<file path="src/rtl/acc_normalizer_pkg.sv">
// ============================================================================
// Module  : acc_normalizer_pkg
// Brief   : Shared types and default widths for the accumulator normalizer.
// Revision: 1.0 - initial release
// ============================================================================
`default_nettype none

package acc_normalizer_pkg;

    localparam int ACC_WIDTH_DEFAULT  = 32;
    localparam int EXP_WIDTH_DEFAULT  = 8;
    localparam int MANT_WIDTH_DEFAULT = 23;
    localparam int EXP_BIAS           = 127;

    typedef logic        [EXP_WIDTH_DEFAULT-1:0] exponent_t;
    typedef logic signed [ACC_WIDTH_DEFAULT-1:0] accMantNormalSigned_t;

    // Sign bit plus one overflow bit above the biased exponent range
    typedef logic signed [EXP_WIDTH_DEFAULT+1:0] signedExtExp_t;

    typedef struct packed {
        logic                          sign;
        exponent_t                     exp;
        logic [MANT_WIDTH_DEFAULT-1:0] frac;
    } normFloat_t;

endpackage

`default_nettype wire

</file>
<file path="src/rtl/acc_normalizer_lead_zero_count.sv">
// ============================================================================
// Module  : lead_zero_count
// Brief   : Combinational leading-zero counter; count == WIDTH when all zero.
// Revision: 1.0 - initial release
// ============================================================================
`default_nettype none

module lead_zero_count #(
    parameter int WIDTH = 32
) (
    input  logic [WIDTH-1:0]        value,
    output logic [$clog2(WIDTH):0]  count,
    output logic                    allZero
);

    localparam int CW = $clog2(WIDTH) + 1;

    // Scanning upward lets the highest set bit make the final assignment
    always_comb begin
        count = CW'(WIDTH);
        for (int i = 0; i < WIDTH; i++) begin
            if (value[i]) begin
                count = CW'(WIDTH - 1 - i);
            end
        end
    end

    assign allZero = ~|value;

endmodule

`default_nettype wire

</file>
<file path="src/rtl/acc_normalizer.sv">
// ============================================================================
// Module  : acc_normalizer
// Brief   : 3-stage normalize/round/pack of a signed accumulator mantissa.
//           Rounding is round-to-nearest-even when NORM_ROUND_RNE_EN is
//           defined, truncation otherwise.
// Revision: 1.0 - initial release
// ============================================================================
`default_nettype none

module acc_normalizer
    import acc_normalizer_pkg::*;
#(
    parameter int ACC_WIDTH  = ACC_WIDTH_DEFAULT,
    parameter int EXP_WIDTH  = EXP_WIDTH_DEFAULT,
    parameter int MANT_WIDTH = MANT_WIDTH_DEFAULT
) (
    input  logic                          clk,
    input  logic                          rst,
    input  logic                          in_valid,
    output logic                          in_ready,
    input  logic [ACC_WIDTH-1:0]          in_mant,
    input  logic [EXP_WIDTH-1:0]          in_exp,
    input  logic                          in_isInf,
    output logic                          out_valid,
    input  logic                          out_ready,
    output logic [EXP_WIDTH+MANT_WIDTH:0] out_result,
    output logic                          out_isInf,
    output logic                          out_isZero
);

    localparam int LZ_W      = $clog2(ACC_WIDTH) + 1;
    localparam int XW        = EXP_WIDTH + 2;
    localparam int RES_W     = 1 + EXP_WIDTH + MANT_WIDTH;
    localparam int GUARD_BIT = ACC_WIDTH - 2 - MANT_WIDTH;

    // Leading one lands at ACC_WIDTH-1 while the binary point is below ACC_WIDTH-3
    localparam logic signed [XW-1:0] NORM_OFFSET = XW'(2);
    localparam logic signed [XW-1:0] EXP_INF     = XW'((1 << EXP_WIDTH) - 1);
    localparam logic signed [XW-1:0] EXP_ZERO    = '0;

    // ---------------- handshake ----------------
    logic r1_valid, r2_valid, r3_valid;
    logic w_s1_accept, w_s2_accept, w_s3_accept;

    assign w_s3_accept = !r3_valid || out_ready;
    assign w_s2_accept = !r2_valid || w_s3_accept;
    assign w_s1_accept = !r1_valid || w_s2_accept;
    assign in_ready    = w_s1_accept;

    // ---------------- S1: sign/magnitude + LZC ----------------
    logic                 w_sign;
    logic [ACC_WIDTH-1:0] w_mag;
    logic [LZ_W-1:0]      w_lz;
    logic                 w_zero;

    assign w_sign = in_mant[ACC_WIDTH-1];
    assign w_mag  = w_sign ? (-in_mant) : in_mant;

    lead_zero_count #(
        .WIDTH   (ACC_WIDTH)
    ) u_lzc (
        .value   (w_mag),
        .count   (w_lz),
        .allZero (w_zero)
    );

    logic [ACC_WIDTH-1:0] r1_mag;
    logic [LZ_W-1:0]      r1_lz;
    logic                 r1_sign;
    logic [EXP_WIDTH-1:0] r1_exp;
    logic                 r1_inf;
    logic                 r1_zero;

    always_ff @(posedge clk or posedge rst) begin
        if (rst) begin
            r1_valid <= 1'b0;
            r1_mag   <= '0;
            r1_lz    <= '0;
            r1_sign  <= 1'b0;
            r1_exp   <= '0;
            r1_inf   <= 1'b0;
            r1_zero  <= 1'b0;
        end else if (w_s1_accept) begin
            r1_valid <= in_valid;
            r1_mag   <= w_mag;
            r1_lz    <= w_lz;
            r1_sign  <= w_sign;
            r1_exp   <= in_exp;
            r1_inf   <= in_isInf;
            r1_zero  <= w_zero;
        end
    end

    // ---------------- S2: shift + exponent adjust ----------------
    logic [ACC_WIDTH-1:0]    w_norm;
    logic signed [XW-1:0]    w_exp_n;
    logic [MANT_WIDTH-1:0]   w_frac;
    logic                    w_unused_norm;

    assign w_norm  = r1_mag << r1_lz;
    assign w_exp_n = $signed({2'b00, r1_exp}) + NORM_OFFSET
                   - $signed({{(XW-LZ_W){1'b0}}, r1_lz});
    assign w_frac  = w_norm[ACC_WIDTH-2 -: MANT_WIDTH];

    logic                  r2_sign;
    logic signed [XW-1:0]  r2_exp_n;
    logic [MANT_WIDTH-1:0] r2_frac;
    logic                  r2_inf;
    logic                  r2_zero;

`ifdef NORM_ROUND_RNE_EN
    logic w_guard, w_sticky;
    logic r2_guard, r2_sticky;

    assign w_guard       = w_norm[GUARD_BIT];
    assign w_sticky      = |w_norm[GUARD_BIT-1:0];
    assign w_unused_norm = w_norm[ACC_WIDTH-1];
`else
    assign w_unused_norm = ^{w_norm[ACC_WIDTH-1], w_norm[GUARD_BIT:0]};
`endif

    always_ff @(posedge clk or posedge rst) begin
        if (rst) begin
            r2_valid  <= 1'b0;
            r2_sign   <= 1'b0;
            r2_exp_n  <= '0;
            r2_frac   <= '0;
            r2_inf    <= 1'b0;
            r2_zero   <= 1'b0;
`ifdef NORM_ROUND_RNE_EN
            r2_guard  <= 1'b0;
            r2_sticky <= 1'b0;
`endif
        end else if (w_s2_accept) begin
            r2_valid  <= r1_valid;
            r2_sign   <= r1_sign;
            r2_exp_n  <= w_exp_n;
            r2_frac   <= w_frac;
            r2_inf    <= r1_inf;
            r2_zero   <= r1_zero;
`ifdef NORM_ROUND_RNE_EN
            r2_guard  <= w_guard;
            r2_sticky <= w_sticky;
`endif
        end
    end

    // ---------------- S3: round + classify + pack ----------------
    logic                  w_carry;
    logic [MANT_WIDTH-1:0] w_frac_rnd;
    logic signed [XW-1:0]  w_exp_rnd;

`ifdef NORM_ROUND_RNE_EN
    logic w_round_up;
    assign w_round_up = r2_guard && (r2_sticky || r2_frac[0]);
    assign {w_carry, w_frac_rnd} = {1'b0, r2_frac} + {{MANT_WIDTH{1'b0}}, w_round_up};
`else
    assign w_carry    = 1'b0;
    assign w_frac_rnd = r2_frac;
`endif

    assign w_exp_rnd = r2_exp_n + $signed({{(XW-1){1'b0}}, w_carry});

    logic [RES_W-1:0] w_result;
    logic             w_is_inf;
    logic             w_is_zero;

    always_comb begin
        w_result  = '0;
        w_is_inf  = 1'b0;
        w_is_zero = 1'b0;
        if (r2_inf) begin
            w_result = {r2_sign, {EXP_WIDTH{1'b1}}, {MANT_WIDTH{1'b0}}};
            w_is_inf = 1'b1;
        end else if (r2_zero) begin
            w_is_zero = 1'b1;
        end else if (w_exp_rnd >= EXP_INF) begin
            w_result = {r2_sign, {EXP_WIDTH{1'b1}}, {MANT_WIDTH{1'b0}}};
            w_is_inf = 1'b1;
        end else if (w_exp_rnd <= EXP_ZERO) begin
            w_result  = {r2_sign, {(RES_W-1){1'b0}}};
            w_is_zero = 1'b1;
        end else begin
            w_result = {r2_sign, w_exp_rnd[EXP_WIDTH-1:0], w_frac_rnd};
        end
    end

    logic [RES_W-1:0] r3_result;
    logic             r3_inf;
    logic             r3_zero;

    always_ff @(posedge clk or posedge rst) begin
        if (rst) begin
            r3_valid  <= 1'b0;
            r3_result <= '0;
            r3_inf    <= 1'b0;
            r3_zero   <= 1'b0;
        end else if (w_s3_accept) begin
            r3_valid  <= r2_valid;
            r3_result <= w_result;
            r3_inf    <= w_is_inf;
            r3_zero   <= w_is_zero;
        end
    end

    assign out_valid  = r3_valid;
    assign out_result = r3_result;
    assign out_isInf  = r3_inf;
    assign out_isZero = r3_zero;

endmodule

`default_nettype wire

</file>
<file path="config.mk">
export PLATFORM = sky130hd
export DESIGN_NAME = acc_normalizer
export DESIGN_NICKNAME = d
export VERILOG_FILES = /design/src/rtl/acc_normalizer_pkg.sv /design/src/rtl/acc_normalizer_lead_zero_count.sv /design/src/rtl/acc_normalizer.sv
export SDC_FILE = /design/constraint.sdc
export NUM_CORES = 1
export LEC_CHECK = 0
export ABC_CLOCK_PERIOD_IN_PS = 9300
export CORE_ASPECT_RATIO = 0.6
export CORE_UTILIZATION = 45
export CTS_BUF_LIST = sky130_fd_sc_hd__clkbuf_4 sky130_fd_sc_hd__clkbuf_8
export DETAILED_ROUTE_END_ITERATION = 10
export GPL_TIMING_DRIVEN = 0
export HOLD_SLACK_MARGIN = 0.05
export PLACE_DENSITY = 0.66
export SLEW_MARGIN = 20
export SYNTH_ARGS = -nofsm -noshare
export SYNTH_HDL_FRONTEND = slang
export SYNTH_SLANG_ARGS = --single-unit
</file>
<file path="constraint.sdc">
create_clock -name clk -period 9.3 [get_ports clk]
set_clock_uncertainty 0.05 [all_clocks]
set_input_delay 1.395 -clock clk [delete_from_list [all_inputs] [get_ports clk]]
set_output_delay 1.395 -clock clk [all_outputs]
set_load 0.005 [all_outputs]
</file>
==> impl_results.md, run 1 <==
- Maximum capacitance violations: 0
- Prevailing post-synth register cell: dfrtp_1
- HPWL after DPL: 18,200 um
- Antenna violations before repair: 0
- Count of unique library cells instantiated by Yosys: 69
- Buffers and inverters on the worst path: 3
- Yosys warns: 0
- Placeable core area: 17,100 um^2
- Met2 GRT Util: around a third
- Share of power burned in combinational logic: 32.7%
- Maximum single-stage delay on the critical path: 0.61 ns
- Required time of the worst setup path: 9.56 ns
- Post-CTS setup-driven buffer insertion count: 0
- DRC Markers: 0
- Worst reg-to-reg setup slack: between 5 and 6 ns
- Sequence of cells on the critical path: clkdlybuf4s50_1 > buf_2 > inv_1 > ha_1 > nor3b_2 > nand4_1 > or4_1 > a21oi_1 > o22ai_1 > nor3_1 > nand2_1 > a32o_1
- Register area: 3030 um^2
- Register share of total power: approximately two fifths
- Share of final-layout standard cells stronger than drive strength 1: 9.53%
- Signal arrival time at the worst endpoint: 5.45 ns
- GRT Resource Usage Total: roughly 27%
- R2R Path End: r2_exp_n[8]
- Number of input and output port buffers inserted: 77
- Min-Delay Startpoint: r1_valid
- Routed length per instance: 19.6 um
- Crit. path cell count: 12
- Layout overhead on the synthesized area: 19.7%
- Static leakage power: between 3 and 4 nW
- Sort of element at the end of the critical path: register
- R2r startpoint: r1_lz[2]
- Final #Nets: 1,027
- Remaining antenna violation count after routing: 0
- Sequential element share of the synthesized area: 38.5%
- Post-detailed-route via-to-cell ratio: 6.03
- Ratio of total power to cell area: 205 nW/um^2
- Max Clock Freq: 193 MHz
- Share of the synthesized area in the top cell type: 38.5%
- Initial DRC count: approximately 720
- Number of buffers between clock root and the deepest sink: 2
- Count of mapped cells out of synthesis: 867
- I/O pins: 81
- NetSw: 0.668 mW
- Compound-gate portion of the synthesized area: 21.6%
- Detailed-router iteration count before antenna repair: 5
- Part of the power in the clock network: around 29%
- Slew HR: 43.3%
- Layout filler cell count: 1,590
- Synthesized-area fraction occupied by xor and xnor cells: 3.56%
- Global routing usage on met3: 8.59%
- Crit path max-delay cell type: nor3b_2
- Most heavily used metal layer in global routing: met1
- Internal Dissipation: 1.27 mW
- Combinational family with the most area after synthesis: compound AO/OA/AOI/OAI gates
- Number of sinks on the clock net: around 120
- Wire length of the first global-routing pass: 38,500 um
- Worst-margin pin slew: between 0.8 and 0.9 ns
- TNS Setup: 0 ns
- Biggest area contributors in the synthesized netlist: dfrtp_1, mux4_2, nand2_1
- Switching portion of total power: roughly a third
- Top cell type by total area after synthesis: dfrtp_1
- Average cell area after synthesis: 9.07 um^2
- H-tree Lvls: 4
- Clock tree from TritonCTS: done
- Pin count of the biggest net entering global routing: 70
- Global-route track usage on met1: 44.4%
- Final worst path period share: 55.8%
- Proportion of synthesized flip-flops having asynchronous set or reset: 100%
- Final-report max-slew violation count: 0
- Post-synthesis register bit count: approximately 120
- Status: finished, final reports clean
- Fraction of the mapped netlist area in simple logic gates: between 10% and 20%
- Hold WC Path Type: reg2reg
- Site row count: 37
- Die Footprint: 18,000 um^2
- Final Util: 55.0%
- Hold Path End: r2_valid
- Net count of the mapped netlist: 930
- Clk root buf: clkbuf_8
- Total global routing overflow: 0
- Area used by multi-input combinational logic: between 4000 and 5000 um^2
- Worst setup SP type: input port
- Setup violators final: 0
- CP delay by family, top: simple AND/OR/NAND/NOR gates
- Time the final worst path needs with I/O delays and setup: 5.19 ns
- Cell count of the worst hold path: 1
- Final Hold Fails: 0
- Worst Hold Slack: a little over 0.4 ns
- Weighted congestion reported at the end of routability-driven placement: 0.950
- Starting density of the core: 45.9%
- WS Path Type: in2reg
- Total number of vias: between 7,000 and 8,000
- Post-Route WL: 23,700 um
- Number of diodes added for antenna fixing: 0
- CTS Hold Bufs: 0
- Worst reg-to-reg path cell count: 13
- Total clock buffers created by CTS: 17
- Largest fanout on the critical path: 10
- Number of global-route vias before repair: 6,859
- Arithmetic-cell share of the synthesized area counting full adders, half adders and majority gates: between 2 and 3%
- Cell Area, Synth: 7870 um^2
- Multiplexer share of the synthesized area: 10.9%
- RSZ-0062 raised after global routing: no
- Worst-path clk slew: ~0.07 ns
- Clk_lat worst skew: 0.43 ns
- Worst vdd rail ir drop: ~0.090 mV
- Post-synth EDFFs: 0
- Chip Height: roughly 100 um
- Horizontal die dimension: 173 um
- Post-CTS resize count: 0
[cell usage after synthesis (4+ instances only)]
library cell / count
a211oi_1: 11
a21oi_1: 69
a22o_1: 34
a22oi_1: 4
a31oi_1: 10
a32oi_1: 4
and2_1: 4
and3_1: 5
buf_1: 6
buf_2: 5
clkbuf_1: 51
dfrtp_1: 121
ha_1: 17
inv_1: 29
mux2_2: 7
mux2i_1: 26
mux4_2: 23
nand2_1: 115
nand2b_1: 7
nand3_1: 9
nand4_1: 12
nor2_1: 81
nor2b_1: 7
nor3_1: 17
nor4_1: 7
o2111ai_1: 5
o211ai_1: 4
o21ai_0: 52
o21bai_1: 4
o221a_2: 8
o221ai_1: 4
o31ai_1: 13
o41ai_1: 4
or3_1: 7
or4_1: 7
xnor2_1: 16
xor2_1: 16
[per-stage QoR]
stage               cells  total power [mW]  setup WS, ns  instance area (um^2)
finish               1210              1.93          4.11                  9420
detailed placement   1179              1.37          3.86                  8960
global placement     1178              1.37          2.87                  8930
global route         1210              2.04          3.80                  9420
floorplan             867              1.12          4.64                  7870
CTS                  1210              1.93          4.24                  9420
[metal layers]
metal / routed length, um / vias up
met1: 12500 / 3582
li1: - / 3384
met5: 0 / -
met3: 2320 / 10
met4: 81 / 0
met2: 8870 / 323
[registers in the layout, indices dropped and copies added, names as in the netlist]
register    cells
out_result     32
r1_mag         31
r2_frac        23
r2_exp_n       10
r1_exp          8
r1_lz           6
out_isInf       1
out_isZero      1
out_valid       1
r1_inf          1
r1_sign         1
r1_valid        1
r1_zero         1
r2_inf          1
r2_sign         1
r2_valid        1
r2_zero         1
[how the worst max path moves through the flow]
stage | from | to | slack, ns
2_1_floorplan | rst | out_isInf | 4.64
6_report | in_mant[0] | r1_lz[3] | 4.11
4_1_cts | out_ready | in_ready | 4.24
5_1_grt | in_mant[0] | r1_lz[3] | 3.80
3_5_place_dp | in_mant[0] | r1_lz[3] | 3.86
3_3_place_gp | rst | r2_frac[13] | 2.87
[cell usage in the layout (no fill, tap or decap), types with 11 or more instances in the layout]
| cell | Yosys | layout |
|---|---|---|
| nor2_1 | 81 | 81 |
| clkdlybuf4s50_1 | 0 | 77 |
| dfrtp_1 | 121 | 121 |
| nand4_1 | 12 | 12 |
| a21oi_1 | 69 | 69 |
| mux4_2 | 23 | 23 |
| nand2_1 | 115 | 115 |
| a211oi_1 | 11 | 11 |
| mux2i_1 | 26 | 26 |
| a22o_1 | 34 | 34 |
| nor3_1 | 17 | 17 |
| clkbuf_8 | 0 | 17 |
| xor2_1 | 16 | 16 |
| ha_1 | 17 | 17 |
| inv_1 | 29 | 28 |
| clkbuf_1 | 51 | 51 |
| o31ai_1 | 13 | 13 |
| o21ai_0 | 52 | 52 |
| xnor2_1 | 16 | 16 |
[area by class of cell]
| cell class | count | share of cell area [%] |
|---|---|---|
| tap | 234 | 3.11 |
| clock buffer | 17 | 2.48 |
| multi-input combinational | 651 | 47.4 |
| inverter | 31 | 1.29 |
| sequential | 121 | 32.2 |
| clock inverter | 14 | 2.35 |
| timing repair buffer | 78 | 8.48 |
| buffer | 64 | 2.74 |
[power groups by stage]
stage / combinational (mW) / sequential [mW] / clock [mW]
after floorplan: 0.402 / 0.721 / 0
after global placement: 0.611 / 0.755 / 0
after detailed placement: 0.619 / 0.754 / 0
after CTS: 0.623 / 0.746 / 0.559
after global routing: 0.693 / 0.764 / 0.586
final: 0.632 / 0.749 / 0.553
[cell families after synthesis]
| logic type | Yosys count |
|---|---|
| and+or+nand+nor | 293 |
| AOI/OAI and AO/OA | 252 |
| DFF | 121 |
| buffers and inverters | 95 |
| muxes | 56 |
| xor gates and xnor gates | 32 |
| adders and majority gates | 18 |
(Power assumes the default switching activity.)
==> run 2, diff against run 1 <==
--- a/config.mk
+++ b/config.mk
@@ -5,14 +5,14 @@
 export SDC_FILE = /design/constraint.sdc
 export NUM_CORES = 1
 export LEC_CHECK = 0
-export ABC_CLOCK_PERIOD_IN_PS = 9300
+export ABC_CLOCK_PERIOD_IN_PS = 4200
 export CORE_ASPECT_RATIO = 0.6
 export CORE_UTILIZATION = 45
 export CTS_BUF_LIST = sky130_fd_sc_hd__clkbuf_4 sky130_fd_sc_hd__clkbuf_8
 export DETAILED_ROUTE_END_ITERATION = 10
 export GPL_TIMING_DRIVEN = 0
 export HOLD_SLACK_MARGIN = 0.05
-export PLACE_DENSITY = 0.66
+export PLACE_DENSITY = 0.68
 export SLEW_MARGIN = 20
 export SYNTH_ARGS = -nofsm -noshare
 export SYNTH_HDL_FRONTEND = slang
==> constraint.sdc (replaced) <==
create_clock -name clk -period 4.2 [get_ports clk]
set_clock_uncertainty 0.05 [all_clocks]
set_input_delay 0.63 -clock clk [delete_from_list [all_inputs] [get_ports clk]]
set_output_delay 0.63 -clock clk [all_outputs]
set_load 0.005 [all_outputs]
==> impl_results.md, run 2 (synthesized netlist as in run 1, its figures left out) <==
- Number of sinks on the clock net: 121
- Maximum capacitance violations: 0
- H-tree Lvls: 4
- Initial DRC count: 750
- Post-detailed-route via-to-cell ratio: 6.06
- HPWL after DPL: 18,000 um
- Sequence of cells on the critical path: clkdlybuf4s50_1 > clkbuf_1 > clkbuf_1 > clkbuf_1 > buf_1 > a32oi_1 > nor2_1 > o21ai_0 > a22o_1
- Worst vdd rail ir drop: 0.240 mV
- Hold WC Path Type: reg2reg
- RSZ-0062 raised after global routing: yes
- Horizontal die dimension: ~170 um
- Post-Route WL: 23,400 um
- Final non-filler cell total: roughly 1,200
- Slew HR: 44.4%
- CP delay by family, top: buffers and inverters
- Launching element of the worst setup path: in_mant[31]
- Setup violators final: 0
- Number of input and output port buffers inserted: 77
- DRC Markers: 0
- Routed length per instance: approximately 19 um
- Starting density of the core: 45.9%
- Number of diodes added for antenna fixing: 0
- Layout overhead on the synthesized area: 20.2%
- Internal Dissipation: 2.84 mW
- Total global routing overflow: 0
- Post-layout total power: approximately 4.3 mW
- Detailed-router iteration count before antenna repair: 5
- Max Clock Freq: ~250 MHz
- Largest fanout on the critical path: 10
- Remaining antenna violation count after routing: 0
- Sort of element at the end of the critical path: register
- Share of final-layout standard cells stronger than drive strength 1: 9.93%
- Final-report max-slew violation count: 0
- Wire length of the first global-routing pass: 38,200 um
- Worst reg-to-reg path cell count: 13
- Worst setup path end: r1_lz[2]
- Static leakage power: 3.90 nW
- Layout filler cell count: 1,577
- WS Path Type: in2reg
- Final worst path period share: 95.5%
- Number of global-route vias before repair: 6,844
- R2r startpoint: r1_lz[2]
- Total number of vias: 7,339
- Largest register FFs: 32
- Worst-path clk slew: 0.08 ns
- Switching portion of total power: around 34%
- Number of buffers between clock root and the deepest sink: 2
- GRT Resource Usage Total: 26.9%
- Signal arrival time at the worst endpoint: 4.30 ns
- Die Footprint: around 18,000 um^2
- Post-placement worst setup slack: -0.468 ns
- Clk root buf: clkbuf_8
- Number of placed instances with taps included: 1,179
- Worst reg-to-reg setup slack: 0.33 ns
- CTS Hold Bufs: 0
- Cell seen most often among critical-path stages: clkbuf_1
- Final WS setup: 0.188 ns
- Required time of the worst setup path: between 4 and 5 ns
- Final Util: between 50% and 60%
- Clk_lat worst skew: around 0.44 ns
- Crit path max-delay cell type: clkbuf_1
- Worst Hold Slack: 0.423 ns
- Clock tree from TritonCTS: done
- Part of the power in the clock network: 29.4%
- Share of power burned in combinational logic: 32.2%
- Crit. path cell count: 9
- Worst setup SP type: input port
- Most frequent cells in the layout: dfrtp_1, nand2_1, nor2_1, clkdlybuf4s50_1, a21oi_1
- Placeable core area: 17,100 um^2
- Maximum single-stage delay on the critical path: 0.53 ns
- Chip Height: around 100 um
- Final #Nets: 1,027
- Worst-margin pin slew: 0.833 ns
- Weighted congestion reported at the end of routability-driven placement: 0.943
- Post-CTS setup-driven buffer insertion count: 0
- Antenna violations before repair: 0
- Dpl cell area: 8960 um^2
- Pin count of the biggest net entering global routing: 78
- NetSw: 1.47 mW
- Final Hold Fails: 0
- Register share of total power: 38.4%
- Most frequent standard cell in the layout excluding fill and tap cells: dfrtp_1
- Status: finished, final reports clean
- Buffers and inverters on the worst path: 5
- I/O pins: 81
- R2R Path End: r2_exp_n[8]
- Time the final worst path needs with I/O delays and setup: 4.01 ns
- Ratio of total power to cell area: 456 nW/um^2
- Post-route cell area: 9460 um^2
- TNS Setup: 0 ns
- Site row count: 37
- Total clock buffers created by CTS: 17
==> run 2: layout make-up <==
cell class	instances	area (um^2)	area share, %
plain buffers	64	258	2.73
inverters	31	121	1.28
well taps	234	293	3.10
repair buffers	78	798	8.44
flip-flops and latches	121	3030	32.0
clock inverters	13	215	2.28
clock buffers	19	262	2.76
multi-input cells	651	4480	47.4
==> run 2: layer usage <==
layer  global-route usage, %  part of all wire (%)  vias up
met2                    34.2                    38      318
met4                    4.93                  0.73        0
met1                    44.2                    52     3617
met3                    7.16                   9.3       18
met5                       0                     0        -
li1                        -                     -     3386
==> run 2: worst min-delay path by stage <==
stage,cells after the start,slack [ns],startpoint,to
2_1_floorplan,1,0.38,r1_valid,r2_valid
3_3_place_gp,1,0.38,r1_valid,r2_valid
3_5_place_dp,2,0.41,out_isInf,out_isInf
4_1_cts,2,0.43,r2_sign,r2_sign
5_1_grt,2,0.44,r2_sign,r2_sign
6_report,2,0.42,out_isInf,out_isInf
==> run 2: timing repair <==
item	CTS	global route
pin swaps	0	2
gates resized for setup	1	3
endpoints found under the setup margin	1	5
cloned	0	0
==> run 2: power by group through the flow <==
stage	registers (mW)	clock network (mW)	logic [mW]
after floorplan	1.60	0	0.890
after global placement	1.67	0	1.34
after detailed placement	1.67	0	1.36
after CTS	1.65	1.28	1.37
after global routing	1.69	1.33	1.52
final	1.66	1.27	1.39
==> run 2: worst register-to-register path, delay by kind of cell, from the launching register on <==
family                   cells  cell delay [ns]
AO/OA/AOI/OAI                6             1.14
buffers and inverters        3             1.08
adder cells (fa/ha/maj)      2             0.68
AND/OR/NAND/NOR              2             0.38
flip-flops                   1             0.47
==> run 3, diff against run 2 <==
--- a/config.mk
+++ b/config.mk
@@ -13,7 +13,6 @@
 export GPL_TIMING_DRIVEN = 0
 export HOLD_SLACK_MARGIN = 0.05
 export PLACE_DENSITY = 0.68
-export SLEW_MARGIN = 20
 export SYNTH_ARGS = -nofsm -noshare
 export SYNTH_HDL_FRONTEND = slang
 export SYNTH_SLANG_ARGS = --single-unit
==> results of run 3 <==
Same layout as run 2: the final DEF is identical, and so are final timing and power.
